[src/rtl/fp_mul_arbiter.sv]
// fp_mul_arbiter: round-robin arbiter sharing one 8x8 unsigned multiplier
// among NUM_REQ requesters. The multiplier runs in a two-register pipeline
// and returns the tagged product on a single valid/ready response port.
module fp_mul_arbiter #(
    parameter int NUM_REQ = 4,
    parameter int ID_W    = 2
) (
    input  logic                 clk,
    input  logic                 rst_n,
    input  logic [NUM_REQ-1:0]   req_valid,
    output logic [NUM_REQ-1:0]   req_ready,
    input  logic [8*NUM_REQ-1:0] req_a,
    input  logic [8*NUM_REQ-1:0] req_b,
    output logic                 rsp_valid,
    input  logic                 rsp_ready,
    output logic [15:0]          rsp_data,
    output logic [ID_W-1:0]      rsp_id,
    output logic                 busy
);

    localparam int DATA_W = 8;
    localparam int PROD_W = 2 * DATA_W;

    // Full-width unsigned product; no truncation is possible at 2*DATA_W bits.
    function automatic logic [PROD_W-1:0] fp_mul(input logic [DATA_W-1:0] a,
                                                  input logic [DATA_W-1:0] b);
        return {{DATA_W{1'b0}}, a} * {{DATA_W{1'b0}}, b};
    endfunction

    logic                 adv;
    logic [ID_W-1:0]      ptr;
    logic [ID_W-1:0]      ptr_nxt;
    logic [ID_W-1:0]      cand;
    logic                 vld_p0;
    logic [ID_W-1:0]      id_p0;
    logic [DATA_W-1:0]    a_p0;
    logic [DATA_W-1:0]    b_p0;

    logic                 vld_p1;
    logic [ID_W-1:0]      id_p1;
    logic [DATA_W-1:0]    a_p1;
    logic [DATA_W-1:0]    b_p1;

    logic                 vld_p2;
    logic [ID_W-1:0]      id_p2;
    logic [PROD_W-1:0]    prod_p2;

    // The whole pipeline moves only when the output register is free or drained.
    assign adv = ~vld_p2 | rsp_ready;

    // ---- stage p0: arbitration and operand select (combinational) ----

    // Scan from ptr downward in priority so the first valid index after ptr wins.
    always_comb begin
        vld_p0 = 1'b0;
        id_p0  = '0;
        cand   = '0;
        for (int k = NUM_REQ - 1; k >= 0; k--) begin
            cand = ID_W'((int'(ptr) + k) % NUM_REQ);
            if (req_valid[cand]) begin
                vld_p0 = 1'b1;
                id_p0  = cand;
            end
        end
    end

    // Mux the granted requester's operands and form the one-hot ready.
    always_comb begin
        a_p0      = '0;
        b_p0      = '0;
        req_ready = '0;
        for (int i = 0; i < NUM_REQ; i++) begin
            if (id_p0 == ID_W'(i)) begin
                a_p0 = req_a[DATA_W*i +: DATA_W];
                b_p0 = req_b[DATA_W*i +: DATA_W];
                req_ready[i] = vld_p0 & adv;
            end
        end
    end

    assign ptr_nxt = (id_p0 == ID_W'(NUM_REQ - 1)) ? '0 : id_p0 + ID_W'(1);

    // ---- stage p1: registered operands ----

    // Control: pointer and valid bits, frozen whenever adv is low.
    always_ff @(posedge clk or negedge rst_n) begin
        if (!rst_n) begin
            ptr    <= '0;
            vld_p1 <= 1'b0;
            vld_p2 <= 1'b0;
        end else if (adv) begin
            vld_p1 <= vld_p0;
            vld_p2 <= vld_p1;
            if (vld_p0) begin
                ptr <= ptr_nxt;
            end
        end
    end

    // Operand capture only on an actual accept; holds otherwise.
    always_ff @(posedge clk or negedge rst_n) begin
        if (!rst_n) begin
            a_p1  <= '0;
            b_p1  <= '0;
            id_p1 <= '0;
        end else if (adv && vld_p0) begin
            a_p1  <= a_p0;
            b_p1  <= b_p0;
            id_p1 <= id_p0;
        end
    end

    // ---- stage p2: registered product driving the response port ----

    // Product and tag load whenever the pipeline advances.
    always_ff @(posedge clk or negedge rst_n) begin
        if (!rst_n) begin
            prod_p2 <= '0;
            id_p2   <= '0;
        end else if (adv) begin
            prod_p2 <= fp_mul(a_p1, b_p1);
            id_p2   <= id_p1;
        end
    end

    assign rsp_valid = vld_p2;
    assign rsp_data  = prod_p2;
    assign rsp_id    = id_p2;
    assign busy      = vld_p1 | vld_p2;

endmodule

[config.mk]
export PLATFORM = sky130hd
export DESIGN_NAME = fp_mul_arbiter
export DESIGN_NICKNAME = d
export VERILOG_FILES = /design/src/rtl/fp_mul_arbiter.sv
export SDC_FILE = /design/constraint.sdc
export NUM_CORES = 1
export LEC_CHECK = 0
export CAP_MARGIN = 30
export CELL_PAD_IN_SITES_DETAIL_PLACEMENT = 0
export CELL_PAD_IN_SITES_GLOBAL_PLACEMENT = 1
export CORE_MARGIN = 4
export CORE_UTILIZATION = 41
export CTS_CLUSTER_SIZE = 40
export DETAILED_ROUTE_END_ITERATION = 16
export PLACE_DENSITY = 0.84
export SYNTH_ARGS = -nofsm -noshare
export SYNTH_HDL_FRONTEND = slang
export SYNTH_SLANG_ARGS = --single-unit
[constraint.sdc]
create_clock -name clk -period 8.7 [get_ports clk]
set_clock_uncertainty 0.1 [all_clocks]
set_input_delay 1.74 -clock clk [delete_from_list [all_inputs] [get_ports clk]]
set_output_delay 1.74 -clock clk [all_outputs]
set_load 0.03 [all_outputs]
==> results of run 1 <==
-- routing by layer --
layer	share of wire [%]	up-vias
met5	0	-
met4	1.5	0
met2	48	96
met3	7.1	12
li1	-	1771
met1	43	1707
-- through the flow --
stage	hold WS, ns	setup WS (ns)	util (%)	power, uW
detailed placement	0.364	2.14	52.8	1940
CTS	0.383	2.13	54.1	2120
floorplan	0.346	3.61	-	1570
global route	0.409	2.19	54.7	2360
finish	0.375	2.43	54.7	2090
global placement	0.352	2.27	52.6	1900
-- power groups by stage --
stage / registers (uW) / logic (uW) / clock network [uW]
after floorplan: 411 / 1150 / 0
after global placement: 381 / 1520 / 0
after detailed placement: 384 / 1550 / 0
after CTS: 381 / 1570 / 175
after global routing: 397 / 1780 / 183
final: 379 / 1540 / 169
-- worst max-delay path: stages --
cell and delay [ns]:
sky130_fd_sc_hd__clkdlybuf4s50_1 0.48, sky130_fd_sc_hd__mux2i_1 0.18, sky130_fd_sc_hd__nor2_1 0.06, sky130_fd_sc_hd__nor3_1 0.41
sky130_fd_sc_hd__inv_1 0.15, sky130_fd_sc_hd__ha_1 0.54, sky130_fd_sc_hd__and2_1 0.28, sky130_fd_sc_hd__clkdlybuf4s50_1 0.59
-- cell usage after synthesis, types with 2 or more instances --
cell type / number
sky130_fd_sc_hd__mux2i_1: 2
sky130_fd_sc_hd__ha_1: 40
sky130_fd_sc_hd__nor2_1: 15
sky130_fd_sc_hd__nand2b_1: 4
sky130_fd_sc_hd__dfrtp_1: 40
sky130_fd_sc_hd__nand3b_1: 2
sky130_fd_sc_hd__nor2b_1: 16
sky130_fd_sc_hd__xor2_1: 5
sky130_fd_sc_hd__o21ai_0: 22
sky130_fd_sc_hd__clkbuf_1: 13
sky130_fd_sc_hd__fa_1: 36
sky130_fd_sc_hd__buf_2: 7
sky130_fd_sc_hd__a221oi_1: 16
sky130_fd_sc_hd__nand2_1: 56
sky130_fd_sc_hd__a21oi_1: 36
sky130_fd_sc_hd__nand4_1: 2
sky130_fd_sc_hd__o21ai_1: 3
sky130_fd_sc_hd__nor3_1: 20
sky130_fd_sc_hd__inv_1: 51
sky130_fd_sc_hd__o21a_1: 2
sky130_fd_sc_hd__xnor2_1: 4
sky130_fd_sc_hd__and2_1: 57
sky130_fd_sc_hd__nand3_1: 6
sky130_fd_sc_hd__a21o_1: 4
-- area by class of cell --
type	count	area (sq um)	area share [%]
Timing Repair Buffer	99	1030	19.1
Tap cell	133	166	3.08
Clock buffer	7	96.3	1.78
Clock inverter	1	30.0	0.556
Sequential cell	40	1000	18.5
Inverter	51	191	3.55
Multi-Input combinational cell	367	2880	53.4
-- flip-flops by register name, summed over array words and instances, names as in the netlist --
name and count:
a_p1 8, rsp_data 16, rsp_id 2, rsp_valid 1
b_p1 8, ptr 2, id_p1 2, vld_p1 1
-- logic make-up (layout without fill, tap and decap cells) --
family | count (synthesis) | count (layout) | share of synthesized area [%]
DFF | 40 | 40 | 23.9
buffers and inverters | 74 | 158 | 7.12
xor gates and xnor gates | 9 | 9 | 1.88
and+or+nand+nor | 184 | 184 | 22.7
AOI/OAI and AO/OA | 96 | 96 | 14.7
muxes | 2 | 2 | 0.479
adders and majority gates | 76 | 76 | 29.2
-- worst paths after layout --
path | start | slack [ns] | endpoint | cells past startpoint
worst max-delay path | req_valid[0] | 2.43 | req_ready[2] | 8
worst min-delay path | rsp_data[2]$_DFFE_PN0N_ | 0.38 | rsp_data[2]$_DFFE_PN0N_ | 2
worst max register to register | a_p1[0]$_DFFE_PN0P_ | 4.28 | rsp_data[14]$_DFFE_PN0N_ | 14
worst min register to register | rsp_data[2]$_DFFE_PN0N_ | 0.38 | rsp_data[2]$_DFFE_PN0N_ | 2
max in group asynchronous | rst_n | 6.99 | a_p1[4]$_DFFE_PN0P_ | 2
min in group asynchronous | rst_n | 1.29 | rsp_data[2]$_DFFE_PN0N_ | 2
==> results.md, run 1 <==
- The run finished with clean final reports.
- The clock passes through at most 2 buffers.
- The TritonCTS buffer count is 5.
- After clock tree synthesis, the clock-pin slew on the worst setup and hold paths is 0.08 ns.
- The share of the Yosys chip area taken by registers is 23.9%.
- Cell internal power was estimated by the tool at 1050 uW.
- When the netlist entered floorplanning its net count stood at 628.
- The filler cell count in the final layout is slightly above 900.
- In this run the horizontal extent of the chip is 109 microns.
- The timing-limited maximum frequency is 159 MHz.
- Global routing consumed, on the met1 layer, 22.7% of the routing resources.
- The final max-slew violation count is 0.
- The data required time of the critical path is 6.86 ns.
- Entering global routing, the biggest net connects 41 pins.
- Setup repair after global routing left no endpoint under its margin.
- The via total after detailed routing is around 3600.
- The CTS H-tree depth is 2.
- Of all nets on the critical path, the largest fanout is 33.
- Hold repair after CTS inserted 0 buffers.
- IR analysis of the VDD net gives a maximum drop of 0.187 mV.
- The post-placement cell count is 687.
- Using the TritonRoute via totals, the vias-per-cell ratio works out to between 5 and 6.
- Once detailed placement completed, the half-perimeter wirelength came to 8070 microns.
- The critical path in this run is classified as in -> out.
- After synthesis, the share of flip-flops with an asynchronous set or reset is 100%.
- The power per cell area is 388 nW/um^2.
- Global routing used 17.7% of the available tracks.
- At the pin with the least slew margin, the transition time is 0.922 ns.
- The share of total power in sequential cells is between 10% and 20%.
- The clock net sink count is 40.
- The number of non-filler instances in the completed layout is 698.
- The number of maximum-capacitance violations is 0.
- The leading cell type in the layout, fill and taps excluded is sky130_fd_sc_hd__clkdlybuf4s50_1.
- In this run the cell area of the synthesized design comes to 4180 sq um.
- After routing, the total negative slack on setup checks comes to 0 ns.
- For this design the static power due to leakage is 0.00252 uW.
- The kind of start point of the critical path is a primary input.
- The number of synthesized register bits is 40.
- The cell row count is 36.
- For this run the aggregate overflow at the end of global routing stands at 0.
- The clock latency on the worst-skew pair is 0.30 ns.
- The number of instances in the synthesized netlist is 481.
- The area growth from synthesis to layout is 29.1%.
- The number of nets in the final layout is 711.
- The tightest slew margin relative to the limit is 38.6%.
- The count of nets left with antenna violations once routing finished came out at 0.
- The first-iteration detailed-routing DRC count is 135.
- The post-route clock period utilization is 72.1%.
- After detailed routing, the number of remaining DRC violations is 0.
- Data arrives at the worst endpoint at 4.43 ns.
- The met2 routing resource usage after global routing is 29.2%.
- The number of setup buffers added after CTS is 0.
- The most area-hungry cell type in the Yosys netlist is sky130_fd_sc_hd__dfrtp_1.
- The fraction of synthesized cell area taken by the top area cell type is a little under a quarter.
- Wires add up to 9790 microns.
- In the final routed layout, each cell accounts on average for 14.0 microns.
- The library cells used most frequently in the layout, excluding fill and tap cells, are sky130_fd_sc_hd__clkdlybuf4s50_1 (93), sky130_fd_sc_hd__and2_1 (57), sky130_fd_sc_hd__nand2_1 (56).
- The first global-routing pass estimated 16900 microns of wire.
- The total cell area at the placement stage is 5210 sq um.
- The global routing stage identified its most utilized layer as met2.
- The worst hold path belongs to the class reg -> reg.
- The average size of a mapped cell is 8.69 sq um.
- The via count of the first global-routing pass came to 3686.
- The first-pass iteration count of the detailed router is 4.
- The Yosys warning count is 0.
- TritonCTS built the clock tree.
- By area the synthesized netlist is led by sky130_fd_sc_hd__dfrtp_1 (24%), sky130_fd_sc_hd__fa_1 (17%), sky130_fd_sc_hd__ha_1 (12%), sky130_fd_sc_hd__and2_1 (8.5%), sky130_fd_sc_hd__nand2_1 (5.0%).
- The global-route track usage on met3 is slightly above 5%.
- Net switching is 49.7% of the power.
- In this run the clock root is driven by a sky130_fd_sc_hd__clkbuf_8.
- The initial core utilization is 42.4%.
- The number of diodes added for antenna fixing is 0.
- The cell area after layout is between 5000 and 6000 sq um.
- The number of hold violations in the final report came to 0.
- The floorplan die height is between 100 and 150 microns.
- The most instantiated flip-flop cell in the synthesis netlist is sky130_fd_sc_hd__dfrtp_1.
- The number of antenna violations at the first check in global routing came to 0.
- Summed over all nets, the switching power comes to 1040 uW.
- The final count of negative-setup-slack endpoints is 0.
- In this run, synthesis inferred 0 flip-flops with an integrated enable.
- Port buffering added 94 buffers.
- The boundary pin count is 95.
- The die covers 11900 sq um.
- The global placement routability congestion is 0.797.
- STA classifies the critical path endpoint as a primary output.
- The final period demand of the worst path is 6.27 ns.
- The fraction of layout instances using a drive strength above 1 is under 10%.
- The post-cts sizing count is 0.
- The part of the total power dissipated in combinational logic is 73.8%.
- The number of different library cells in the post-synthesis netlist is 46.
- In this run the standard cell core region covers 9860 sq um.
- The clock network power share is approximately 8.1%.
(Power assumes the default switching activity.)
==> run 2: changes to the inputs <==
Settings changed: CORE_UTILIZATION 41 to 35, PLACE_DENSITY 0.84 to 0.76.
Clock period 8.7 ns to 5.4 ns, I/O delays scaled along.
==> results.md, run 2 (same netlist as run 1, synthesis figures left out) <==
- The boundary pin count is 95 (unchanged).
- Broken down by cell family, the worst path's largest delay share belongs to buffers and inverters.
- The library cell used most frequently in the layout, excluding fill and tap cells, is sky130_fd_sc_hd__clkdlybuf4s50_1.
- The root buffer cell is sky130_fd_sc_hd__clkbuf_16.
- The wire length after detailed routing is 10100 microns (+2.8%).
- The flow ran to the end, and the final reports show no timing, DRC or antenna violations.
- The post-cts sizing count is 0 (unchanged).
- The fraction of layout instances using a drive strength above 1 is 3.54% (-0.18 points).
- The number of diodes added for antenna fixing was 0 (unchanged).
- The final worst-path setup slack came to 0.671 ns (-1.76 ns).
- The initial core utilization came to 36.2% (-6.2 points).
- The post-route clock period utilization is 87.6%.
- The TritonCTS buffer count was 5 (unchanged).
- The detailed placement HPWL is 8200 microns (+1.7%).
- The clock net sink count is 40 (unchanged).
- The number of design rule violations left after detail routing is 0 (unchanged).
- The floorplan die height was 117 microns (+7.6%).
- The kind of start point of the critical path is a primary input.
- The clock tree from TritonCTS is done.
- The critical path in this run is classified as in -> out.
- The most common cell type on the critical path is sky130_fd_sc_hd__clkdlybuf4s50_1.
- The via total after detailed routing is 3550 (-1.0%).
- The number of hold-repair buffers added at the cts stage is 0 (unchanged).
- The die area came to 13800 sq um (+16%).
- Setup repair after global routing left no endpoint under its margin.
- The slowest stage of the critical path belongs to the cell sky130_fd_sc_hd__clkdlybuf4s50_1.
- The via count of the first global-routing pass is 3685 (-0.027%).
- The average vias per placed instance is 5.01 (-2.4%).
- The number of antenna violations at the first check in global routing came to 0 (unchanged).
- The total power was 3410 uW (+63%).
- The power per cell area is 631 nW/um^2 (+63%).
- The final count of negative-setup-slack endpoints came to 0 (unchanged).
- The overall die width is 117 microns (+7.6%).
- The flip-flop count of the largest register after layout was 16 (unchanged).
- The leakage power is 0.00251 uW (-0.27%).
- The clock latency on the worst-skew pair was 0.28 ns (-0.02 ns).
- The data required time of the critical path came to 4.22 ns (-2.64 ns).
- The tightest slew margin relative to the limit is 32.7% (-5.8 points).
- The CTS clock-pin slew for the worst setup and hold paths is 0.06 ns (-0.02 ns).
- The cell area after layout is 5400 sq um (about the same).
- The layout overhead on the synthesized area is 29.1% (about the same).
- The met3 wire length is 707 microns (+1.3%).
- The global-route wire length before repair is 17300 microns (+2.4%).
- The combined global-route utilization of all metal layers is 14.8% (-2.9 points).
- The transition time at the pin with the least slew margin is 1.01 ns (+0.0875 ns).
- The placeable core region is 11600 sq um (+17%).
- The number of hold violations in the final report is 0 (unchanged).
- The peak supply drop is 0.361 mV (+93%).
- The timing-limited maximum frequency is 211 MHz.
- The global route total overflow is 0 (unchanged).
- Traced cell by cell, the critical path runs through clkdlybuf4s50_1 > mux2i_1 > nor2_1 > nor3_1 > inv_1 > ha_1 > buf_4 > and2_1 > clkdlybuf4s50_1.
- The worst slack after detailed placement is 0.676 ns (-1.46 ns).
- The final-layout setup total negative slack is 0 ns (unchanged).
- The number of nets in the final layout is 711 (unchanged).
- The routed length on met2 came to 4820 microns (+2.2%).
- The first-iteration detailed-routing DRC count is 119 (-12%).
- The top layer reached by signal wires is met4.
- The arrival time at the worst endpoint is 3.55 ns (-0.88 ns).
- The cell row count is 39 (+8.3%).
- The kind of end point of the critical path is a primary output.
- The maximum number of pins on one net before global-route repair is 41 (unchanged).
- The post-detailed-route wirelength per cell came to 14.2 microns (+1.4%).
- The kind of path behind the tightest hold check is reg -> reg.
- The post-CTS setup buffer count is 0 (unchanged).
- The global placement routability congestion is 0.791 (-0.77%).
- The largest stage delay on the critical path came to 0.59 ns (about the same).
- The biggest fanout along the worst timing path is 33 (unchanged).
- The number of port buffers is 94 (unchanged).
- The CTS H-tree depth is 2 (unchanged).
- The count of antenna-violating nets left after detailed routing was 0 (unchanged).
- The maximum count of clock buffers along a single path was 2 (unchanged).
- The wire length on met1 is 4460 microns (+5.2%).
- The final max-slew violation count is 0 (unchanged).
- The total cell area at the placement stage is 5250 sq um (+0.67%).
- Subtracting the final worst setup slack from the clock period gives 4.73 ns.
- The first-pass iteration count of the detailed router is 4 (unchanged).
- The buffering stage count on the worst path with inverters included is 4 (+1).
- The top cell types in the final layout, fill and taps aside, are sky130_fd_sc_hd__clkdlybuf4s50_1 (93), sky130_fd_sc_hd__and2_1 (57), sky130_fd_sc_hd__nand2_1 (56).
- The number of maximum-capacitance violations was 0 (unchanged).
## run 2: cell types whose count changed in the layout (fill, tap and decap cells not counted)
cell / change
sky130_fd_sc_hd__bufinv_16: -1
sky130_fd_sc_hd__clkbuf_1: +1
sky130_fd_sc_hd__clkbuf_16: +4
sky130_fd_sc_hd__clkbuf_8: -6
sky130_fd_sc_hd__buf_12: -1
sky130_fd_sc_hd__buf_4: +3
sky130_fd_sc_hd__buf_8: -1
sky130_fd_sc_hd__clkinvlp_4: +1
## run 2: per-stage QoR
stage / util [%] / std cells / hold WS (ns)
after floorplan: - / 481 / 0.346
after global placement: 45.1 / 699 / 0.353
after detailed placement: 45.4 / 700 / 0.359
after CTS: 46.7 / 708 / 0.373
after global routing: 46.7 / 708 / 0.404
final: 46.7 / 708 / 0.367
## run 2: where the power goes
part	leakage, uW	internal, uW	switching (uW)	total, uW
clock network	0.0000701	184	122	306
registers	0.000494	435	180	616
logic	0.00195	1090	1400	2480
## run 2: area by class of cell
class	instances	area (sq um)
multi-input combinational	367	2880
clock inverter	1	7.51
tap	143	179
fill	1127	6170
sequential	40	1000
inverter	51	191
clock buffer	7	143
timing repair buffer	99	993
## run 2: worst paths after layout
check	from	to	slack (ns)	depth (start not counted)
hold / removal	rsp_data[0]$_DFFE_PN0N_	rsp_data[0]$_DFFE_PN0N_	0.37	2
setup reg to reg	a_p1[0]$_DFFE_PN0P_	rsp_data[14]$_DFFE_PN0N_	1.03	14
setup / recovery	req_valid[0]	req_ready[2]	0.67	9
max in group asynchronous	rst_n	a_p1[1]$_DFFE_PN0P_	3.82	1
min in group asynchronous	rst_n	rsp_data[6]$_DFFE_PN0N_	0.81	1
hold reg to reg	rsp_data[0]$_DFFE_PN0N_	rsp_data[0]$_DFFE_PN0N_	0.37	2
## run 2: metal layers
layer | track usage (%) | up-vias
met4 | 2.93 | 0
met1 | 19.1 | 1666
met5 | 0 | -
li1 | - | 1768
met2 | 25.1 | 109
met3 | 4.09 | 7
## run 2: worst reg2reg max path, delay by kind of cell, from the launching register on
family	cells	cell delay, ns
adder cells (fa/ha/maj)	5	2.46
AO/OA/AOI/OAI	4	0.84
buffers and inverters	3	0.15
AND/OR/NAND/NOR	2	0.22
flip-flops	1	0.51
==> run 3: changes to the inputs <==
Settings changed: CAP_MARGIN 30 to default, TNS_END_PERCENT from default to 10.
==> results.md, run 3 (same netlist as run 1, synthesis figures left out) <==
- The run finished with clean final reports.
- The startpoint of the worst register-to-register path is b_p1[7]$_DFFE_PN0P_.
- The via total after detailed routing is 3523 (-0.76%).
- Setup repair after global routing left no endpoint under its margin.
- The worst-case reg-to-reg path depth came to 14 (unchanged).
- The number of nets in the final layout came to 710 (-0.14%).
- The hold-critical path endpoint is rsp_data[0]$_DFFE_PN0N_.
- The clock net sink count came to 40 (unchanged).
- The post-CTS setup buffer count is 0 (unchanged).
- The CTS H-tree depth is 2 (unchanged).
- The cell depth of the worst hold path is 2 (unchanged).
- Relative to the synthesized area, the layout overhead comes to 28.4%.
- In this run the critical register-to-register path is captured at rsp_data[14]$_DFFE_PN0N_.
- The worst slack after detailed placement is 0.689 ns (+0.0132 ns).
- The average vias per placed instance is 4.98 (-0.62%).
- The most common cell type on the critical path is sky130_fd_sc_hd__clkdlybuf4s50_1.
- The TritonCTS buffer count was 5 (unchanged).
- The share of total power in sequential cells is 18.2% (about the same).
- The leading cell type in the layout, fill and taps excluded is sky130_fd_sc_hd__clkdlybuf4s50_1.
- The leakage power came to 0.00250 uW (-0.50%).
- For this design, the slowest cell found on the critical path is sky130_fd_sc_hd__clkdlybuf4s50_1.
- The number of design rule violations left after detail routing is 0 (unchanged).
- The internal power summed over all cells is 1700 uW (-0.29%).
- The flip-flop count of the largest register after layout is 16 (unchanged).
- The count of antenna-violating nets left after detailed routing is 0 (unchanged).
- The biggest fanout along the worst timing path is 33 (unchanged).
- The number of port buffers came to 94 (unchanged).
- The global route total overflow is 0 (unchanged).
- The final-layout setup total negative slack is 0 ns (unchanged).
- The final period demand of the worst path is 4.71 ns (-0.0139 ns).
- The number of antenna violations at the first check in global routing is 0 (unchanged).
- The CTS clock-pin slew for the worst setup and hold paths is 0.06 ns (about the same).
- The timing-limited maximum frequency came to 212 MHz (+0.29%).
- The number of diodes added for antenna fixing came to 0 (unchanged).
- The maximum count of clock buffers along a single path was 2 (unchanged).
- The transition time at the pin with the least slew margin is 1.08 ns (+0.0751 ns).
- The library cells used most frequently in the layout, excluding fill and tap cells, are sky130_fd_sc_hd__clkdlybuf4s50_1 (93), sky130_fd_sc_hd__and2_1 (57), sky130_fd_sc_hd__nand2_1 (56).
- The arrival time at the worst endpoint is 3.53 ns (-0.02 ns).
- The boundary pin count is 95 (unchanged).
- The final count of negative-setup-slack endpoints is 0 (unchanged).
- STA classifies the critical path startpoint as a primary input.
- The largest stage delay on the critical path was 0.59 ns (about the same).
- The post-cts sizing count is 0 (unchanged).
- The reported net switching power came to 1690 uW (-0.56%).
- The maximum number of pins on one net before global-route repair was 41 (unchanged).
- The initial core utilization came to 36.2% (unchanged).
- The via count of the first global-routing pass was 3726 (+1.1%).
- The final max-slew violation count is 0 (unchanged).
- The wire length after detailed routing is 10000 microns (-0.55%).
- The part of the total power dissipated in combinational logic is 72.8% (about the same).
- The global-route wire length before repair was 17300 microns (about the same).
- The tree is rooted in a sky130_fd_sc_hd__clkbuf_16.
- The cell row count is 39 (unchanged).
- The peak supply drop came to 0.349 mV (-3.4%).
- The detailed placement HPWL came to 8200 microns (about the same).
- The number of maximum-capacitance violations is 0 (unchanged).
- The power per cell area is 632 nW/um^2 (about the same).
- TritonCTS built the clock tree.
- The clock network power share came to 9.0% (about the same).
- The switching power as a share of total power came to 49.9% (-0.068 points).
- The floorplan die height is 117 microns (unchanged).
- The kind of path behind the tightest hold check is reg -> reg.
- The post-detailed-route wirelength per cell is 14.2 microns (-0.41%).
- The clock latency on the worst-skew pair is 0.28 ns (about the same).
- The data required time of the critical path is 4.22 ns (about the same).
- The tightest slew margin relative to the limit is 27.7% (-5.0 points).
- The post-route clock period utilization is 87.3% (-0.26 points).
- The critical path is of the in -> out type.
- The combined global-route utilization of all metal layers is 14.8% (-0.026 points).
- The overall die width was 117 microns (unchanged).
- The fraction of layout instances using a drive strength above 1 is 3.37% (-0.17 points).
- The final worst-path setup slack is 0.685 ns (+0.0139 ns).
- The first-iteration detailed-routing DRC count is 125 (+5.0%).
- The global placement routability congestion is 0.791 (unchanged).
- The number of hold violations in the final report is 0 (unchanged).
- The number of hold-repair buffers added at the cts stage is 0 (unchanged).
- The die area was 13800 sq um (unchanged).
- The placeable core region is 11600 sq um (unchanged).
- The kind of end point of the critical path is a primary output.
- The first-pass iteration count of the detailed router came to 4 (unchanged).
- The worst setup slack for register-to-register paths came to 1.01 ns (-0.02 ns).
- In this run the most critical hold path is launched from rsp_data[0]$_DFFE_PN0N_.
- The signal on the critical path passes through clkdlybuf4s50_1 > mux2i_1 > nor2_1 > nor3_1 > inv_1 > ha_1 > buf_4 > and2_1 > clkdlybuf4s50_1.
run 3: power groups by stage:
stage          registers (uW)  clock network [uW]  logic, uW
6_report                  616                 305       2470
5_1_grt                   643                 327       2850
4_1_cts                   619                 315       2530
3_5_place_dp              625                   0       2510
3_3_place_gp              618                   0       2470
2_1_floorplan             662                   0       1860
run 3: final cells by class:
class | count | area, sq um
Timing Repair Buffer | 98 | 966
Inverter | 51 | 191
Fill cell | 1144 | 6190
Tap cell | 143 | 179
Clock buffer | 7 | 143
Multi-Input combinational cell | 367 | 2880
Sequential cell | 40 | 1000
Clock inverter | 1 | 7.51
run 3: routing by layer:
layer | vias up | global-route usage (%) | part of all wire [%]
li1 | 1766 | - | -
met1 | 1644 | 19.2 | 44
met2 | 99 | 24.5 | 48
met3 | 14 | 3.85 | 6.4
met4 | 0 | 4.11 | 1.7
met5 | - | 0 | 0
run 3: per-stage QoR:
step	area (sq um)	hold slack, ns	power, uW	cells	utilization [%]
6_report	5370	0.369	3390	707	46.4
3_5_place_dp	5220	0.359	3130	699	45.1
5_1_grt	5370	0.399	3820	707	46.4
4_1_cts	5370	0.373	3470	707	46.4
2_1_floorplan	4180	0.346	2520	481	-
3_3_place_gp	5220	0.353	3090	699	45.1
run 3: worst max-delay path: cells and delay by family:
family                   cells  cell delay [ns]
buffers and inverters        4             1.44
adder cells (fa/ha/maj)      1             0.22
AND/OR/NAND/NOR              3             0.63
multiplexers                 1             0.16
run 3: worst max-delay path by stage:
| stage | startpoint | endpoint | slack, ns | depth (start not counted) |
|---|---|---|---|---|
| floorplan | a_p1[1]$_DFFE_PN0P_ | rsp_data[13]$_DFFE_PN0N_ | 1.36 | 13 |
| global placement | req_valid[0] | req_ready[2] | 0.77 | 9 |
| detailed placement | req_valid[0] | req_ready[2] | 0.69 | 9 |
| CTS | req_valid[0] | req_ready[2] | 0.68 | 9 |
| global route | req_valid[0] | req_ready[2] | 0.49 | 9 |
| finish | req_valid[0] | req_ready[2] | 0.69 | 9 |
